==> src/rtl/serial_subtractor.sv <==
// Bit-serial WIDTH-bit subtractor: diff = a - b - bin, one bit per clock, LSB first.
// A single full-subtractor cell and a borrow flop walk the captured operands.
//
//   state | meaning
//   ------+---------------------------------------------------------
//   IDLE  | waiting for start; operands captured on accepted start
//   RUN   | one bit per edge, WIDTH edges total; busy=1
//   DONE  | one-cycle done pulse; result registers hold the answer
module serial_subtractor #(
  parameter int WIDTH = 8
) (
  input  logic             clk,
  input  logic             rst,
  input  logic             start,
  input  logic [WIDTH-1:0] a,
  input  logic [WIDTH-1:0] b,
  input  logic             bin,
  output logic             busy,
  output logic             done,
  output logic [WIDTH-1:0] diff,
  output logic             borrow_out,
  output logic             overflow
);

  localparam int CW = (WIDTH > 2) ? $clog2(WIDTH) : 1;
  localparam logic [CW-1:0] CNT_LAST = CW'(WIDTH - 1);

  typedef enum logic [1:0] {
    IDLE = 2'd0,
    RUN  = 2'd1,
    DONE = 2'd2
  } state_t;

  state_t state, state_nxt;

  logic [WIDTH-1:0] sh_a;
  logic [WIDTH-1:0] sh_b;
  logic [WIDTH-1:0] sh_d;
  logic [CW-1:0]    cnt;
  logic             br;
  logic             msb_a;
  logic             msb_b;

  logic             ai;
  logic             bi;
  logic             d;
  logic             br_nxt;
  logic             last_bit;
  logic [WIDTH-1:0] result;

  // Full-subtractor cell on the current LSBs
  assign ai       = sh_a[0];
  assign bi       = sh_b[0];
  assign d        = ai ^ bi ^ br;
  assign br_nxt   = (~ai & bi) | (~(ai ^ bi) & br);
  assign last_bit = (cnt == CNT_LAST);
  assign result   = {d, sh_d[WIDTH-1:1]};

  always_ff @(posedge clk) begin
    if (rst) begin
      state <= IDLE;
    end else begin
      state <= state_nxt;
    end
  end

  always_comb begin
    state_nxt = state;
    busy      = 1'b0;
    done      = 1'b0;
    case (state)
      IDLE: begin
        if (start) begin
          state_nxt = RUN;
        end
      end
      RUN: begin
        busy = 1'b1;
        if (last_bit) begin
          state_nxt = DONE;
        end
      end
      DONE: begin
        done      = 1'b1;
        state_nxt = IDLE;
      end
      default: begin
        state_nxt = IDLE;
      end
    endcase
  end

  // Counter holds at its terminal value on the final edge so it never wraps.
  always_ff @(posedge clk) begin
    if (rst) begin
      sh_a       <= '0;
      sh_b       <= '0;
      sh_d       <= '0;
      cnt        <= '0;
      br         <= 1'b0;
      msb_a      <= 1'b0;
      msb_b      <= 1'b0;
      diff       <= '0;
      borrow_out <= 1'b0;
      overflow   <= 1'b0;
    end else begin
      case (state)
        IDLE: begin
          if (start) begin
            sh_a  <= a;
            sh_b  <= b;
            br    <= bin;
            cnt   <= '0;
            msb_a <= a[WIDTH-1];
            msb_b <= b[WIDTH-1];
          end
        end
        RUN: begin
          sh_a <= sh_a >> 1;
          sh_b <= sh_b >> 1;
          sh_d <= result;
          br   <= br_nxt;
          if (last_bit) begin
            diff       <= result;
            borrow_out <= br_nxt;
            overflow   <= (msb_a != msb_b) && (d != msb_a);
          end else begin
            cnt <= cnt + CW'(1);
          end
        end
        default: begin
        end
      endcase
    end
  end

endmodule

==> config.mk <==
export PLATFORM = sky130hd
export DESIGN_NAME = serial_subtractor
export DESIGN_NICKNAME = d
export VERILOG_FILES = /design/src/rtl/serial_subtractor.sv
export SDC_FILE = /design/constraint.sdc
export NUM_CORES = 1
export LEC_CHECK = 0
export BUFFER_PORTS_ARGS = -buffer_cell sky130_fd_sc_hd__buf_2
export CORE_ASPECT_RATIO = 0.8
export CORE_UTILIZATION = 55
export DETAILED_ROUTE_END_ITERATION = 6
export PLACE_DENSITY_LB_ADDON = 0.25
export SYNTH_ARGS = -nofsm -noshare
export SYNTH_HDL_FRONTEND = slang
export SYNTH_SLANG_ARGS = --single-unit
==> constraint.sdc <==
create_clock -name clk -period 5.5 [get_ports clk]
set_clock_uncertainty 0.2 [all_clocks]
set_input_delay 0 -clock clk [delete_from_list [all_inputs] [get_ports clk]]
set_output_delay 0 -clock clk [all_outputs]
set_load 0.1 [all_outputs]
==> impl_metrics.env <==
export IMPL_outcome="completed"
export IMPL_syn_cell_area_um2=1790
export IMPL_area_delta_synth_final_pct=23.1
export IMPL_antenna_diode_count=0
export IMPL_num_rows=18
export IMPL_start_kind="flip-flop"
export IMPL_cts_tree="built"
export IMPL_layout_commonest_cell="dfxtp_1"
export IMPL_cts_root_buf="clkbuf_8"
export IMPL_ant_nets=0
export IMPL_hp_class="in2reg"
export IMPL_final_nets=261
export IMPL_dr_pass1_iters=4
export IMPL_slew_headroom_pct=43.4
export IMPL_wl_met1_mm=1.63
export IMPL_multi_input_area_um2=836
export IMPL_clockBufferDepth=2
export IMPL_wl_met2_mm=1.80
export IMPL_fillers=247
export IMPL_min_period_over_period_pct=45.9
export IMPL_port_buffers=31
export IMPL_synth_seq_cells=41
export IMPL_drt_initial_drc_count=63
export IMPL_synth_edff_count=0
export IMPL_wl_met3_um=173
export IMPL_die_y_um=53.0
export IMPL_syn_instance_count=194
export IMPL_hold_viol=0
export IMPL_reg2reg_from="state[0]"
export IMPL_synthMuxAreaShare_pct=8.94
export IMPL_cts_resized=0
export IMPL_slew_violations=0
export IMPL_most_common_layout_cells="dfxtp_1 (41), nand2_1 (35), buf_2 (31), nor2_1 (20), dlygate4sd3_1 (20)"
export IMPL_setup_tns_ns=0
export IMPL_crit_required_ns=5.30
export IMPL_synth_warnings=0
export IMPL_grt_use_total_pct=23.4
export IMPL_power_leakage_uw=0.000871
export IMPL_initial_core_util_pct=58.0
export IMPL_vias_per_cell=5.29
export IMPL_endpoint_kind="output port"
export IMPL_routedWlPerCell_um=13.1
export IMPL_cts_buffers=5
export IMPL_gp_congestion=0.668
export IMPL_min_from="rst"
export IMPL_grt_pass1_wl_mm=5.90
export IMPL_htreeDepth=2
export IMPL_cp_max_fo=19
export IMPL_p_per_area_nw_per_um2=292
export IMPL_clock_sinks=41
export IMPL_core_region_area_um2=3090
export IMPL_synth_compound_area_share_pct=17.7
export IMPL_seq_area_um2=821
export IMPL_worstPathArrival_ns=2.33
export IMPL_fmax_ghz=0.396
export IMPL_synth_distinct_cells=33
export IMPL_setup_worst_path_start="state[0]"
export IMPL_overflow=0
export IMPL_synthArstFlopShare_pct=0
export IMPL_setup_viol=0
export IMPL_die_w_um=65.8
export IMPL_io_pins=32
export IMPL_drc=0
export IMPL_highest_layer="met4"
export IMPL_synthAdderAreaFrac_pct=2.52
export IMPL_synth_xor_area_share_pct=0
export IMPL_wl_mm=3.66
export IMPL_holdWs_ns=0.0852
export IMPL_maxCapViolations=0
export IMPL_synth_fp_nets=217
export IMPL_critPathKind="reg2out"
export IMPL_synth_top_family_by_area="compound AO/OA/AOI/OAI gates"
export IMPL_syn_area_per_cell_um2=9.23
export IMPL_via_count=1476
export IMPL_period_minus_slack_ns=2.53
export IMPL_ys_flop_type="dfxtp_1"
export IMPL_yosys_area_share_simple_pct=17.5
export IMPL_yosysSeqAreaShare_pct=45.8
export IMPL_tightest_slew_ns=0.849
export IMPL_rsz0062_at_grt="false"
export IMPL_grt_max_degree=42
export IMPL_layout_drive_gt1_share_pct=22.2
export IMPL_grt_pass1_vias=1347
export IMPL_peakVddDrop_mv=0.227
export IMPL_clock_latency_ns=0.30
export IMPL_clkSlewWorstSetupHoldPaths_ns=0.07
export IMPL_hpwlAfterDp_mm=2.37
export IMPL_antenna_found_initial=0
export IMPL_dieArea_um2=3490
final timing paths:
path                            slack (ns)        to  depth (start not counted)
worst max-delay path                  2.97      busy                          4
worst min-delay path                  0.09  state[1]                          2
worst max register to register        3.20   sh_a[0]                          4
worst min register to register        0.26   sh_d[1]                          2
state kept, by name, summed over array words and instances, names as in the netlist:
| register | count |
|---|---|
| state | 2 |
| br | 1 |
| msb_b | 1 |
| overflow | 1 |
| sh_a | 8 |
| cnt | 3 |
| borrow_out | 1 |
| sh_b | 8 |
| sh_d | 7 |
| diff | 8 |
| msb_a | 1 |
report_power, final:
part	leakage [µW]	total [µW]	switching, µW	internal (µW)
sequential	0.000335	321	10.5	311
clock	0.0000585	249	101	148
combinational	0.000478	74.7	38.9	35.7
Yosys cell counts, types with 2 or more instances:
master	instances	share of area (%)
buf_6	3	1.9
buf_2	4	1.1
nand3_1	4	1.1
a21oi_1	12	3.4
nand2b_1	3	1.0
nand2_1	35	7.3
a211oi_1	15	6.3
clkbuf_1	4	0.84
inv_1	4	0.84
a21oi_2	8	3.9
mux2i_1	16	8.9
nand3b_1	2	0.84
o21ai_0	2	0.56
nor2_1	20	4.2
ha_1	2	1.4
a31oi_1	3	1.0
dfxtp_1	41	46
cell families after synthesis:
family | Yosys count
multiplexers | 16
adder cells (fa/ha/maj) | 3
flip-flops | 41
AND/OR/NAND/NOR | 70
AO/OA/AOI/OAI | 44
buffers and inverters | 20
per-stage QoR:
step	setup WS, ns	util (%)	instances	power [µW]	area [µm²]
finish	2.97	71.5	279	645	2200
global route	2.84	71.5	279	672	2200
CTS	2.99	71.5	279	648	2200
detailed placement	3.23	61.2	251	391	1890
global placement	3.36	61.2	251	387	1890
floorplan	3.38	-	194	378	1790
what timing repair did:
item,in CTS,in global routing
hold endpoints to repair,23,0
hold buffers,20,0
setup buffers,0,0
critical path, cell delays in order, from the launching register on:
cell	delay, ns
dfxtp_1	0.74
buf_4	0.37
nand2b_1	0.24
clkinv_1	0.21
buf_2	0.45
layout make-up:
cell class | instances | area share [%]
clock inverters | 1 | 1.36
clock buffers | 7 | 3.92
multi-input cells | 133 | 37.9
well taps | 40 | 2.27
inverters | 5 | 0.851
repair buffers | 52 | 16.5
flip-flops and latches | 41 | 37.2
layer usage:
layer  track usage, %  up-vias
met5                0        -
met4             8.70        0
met3             8.62        7
met2             41.3       28
met1             25.5      685
li1                 -      756
(Power assumes the default switching activity.)
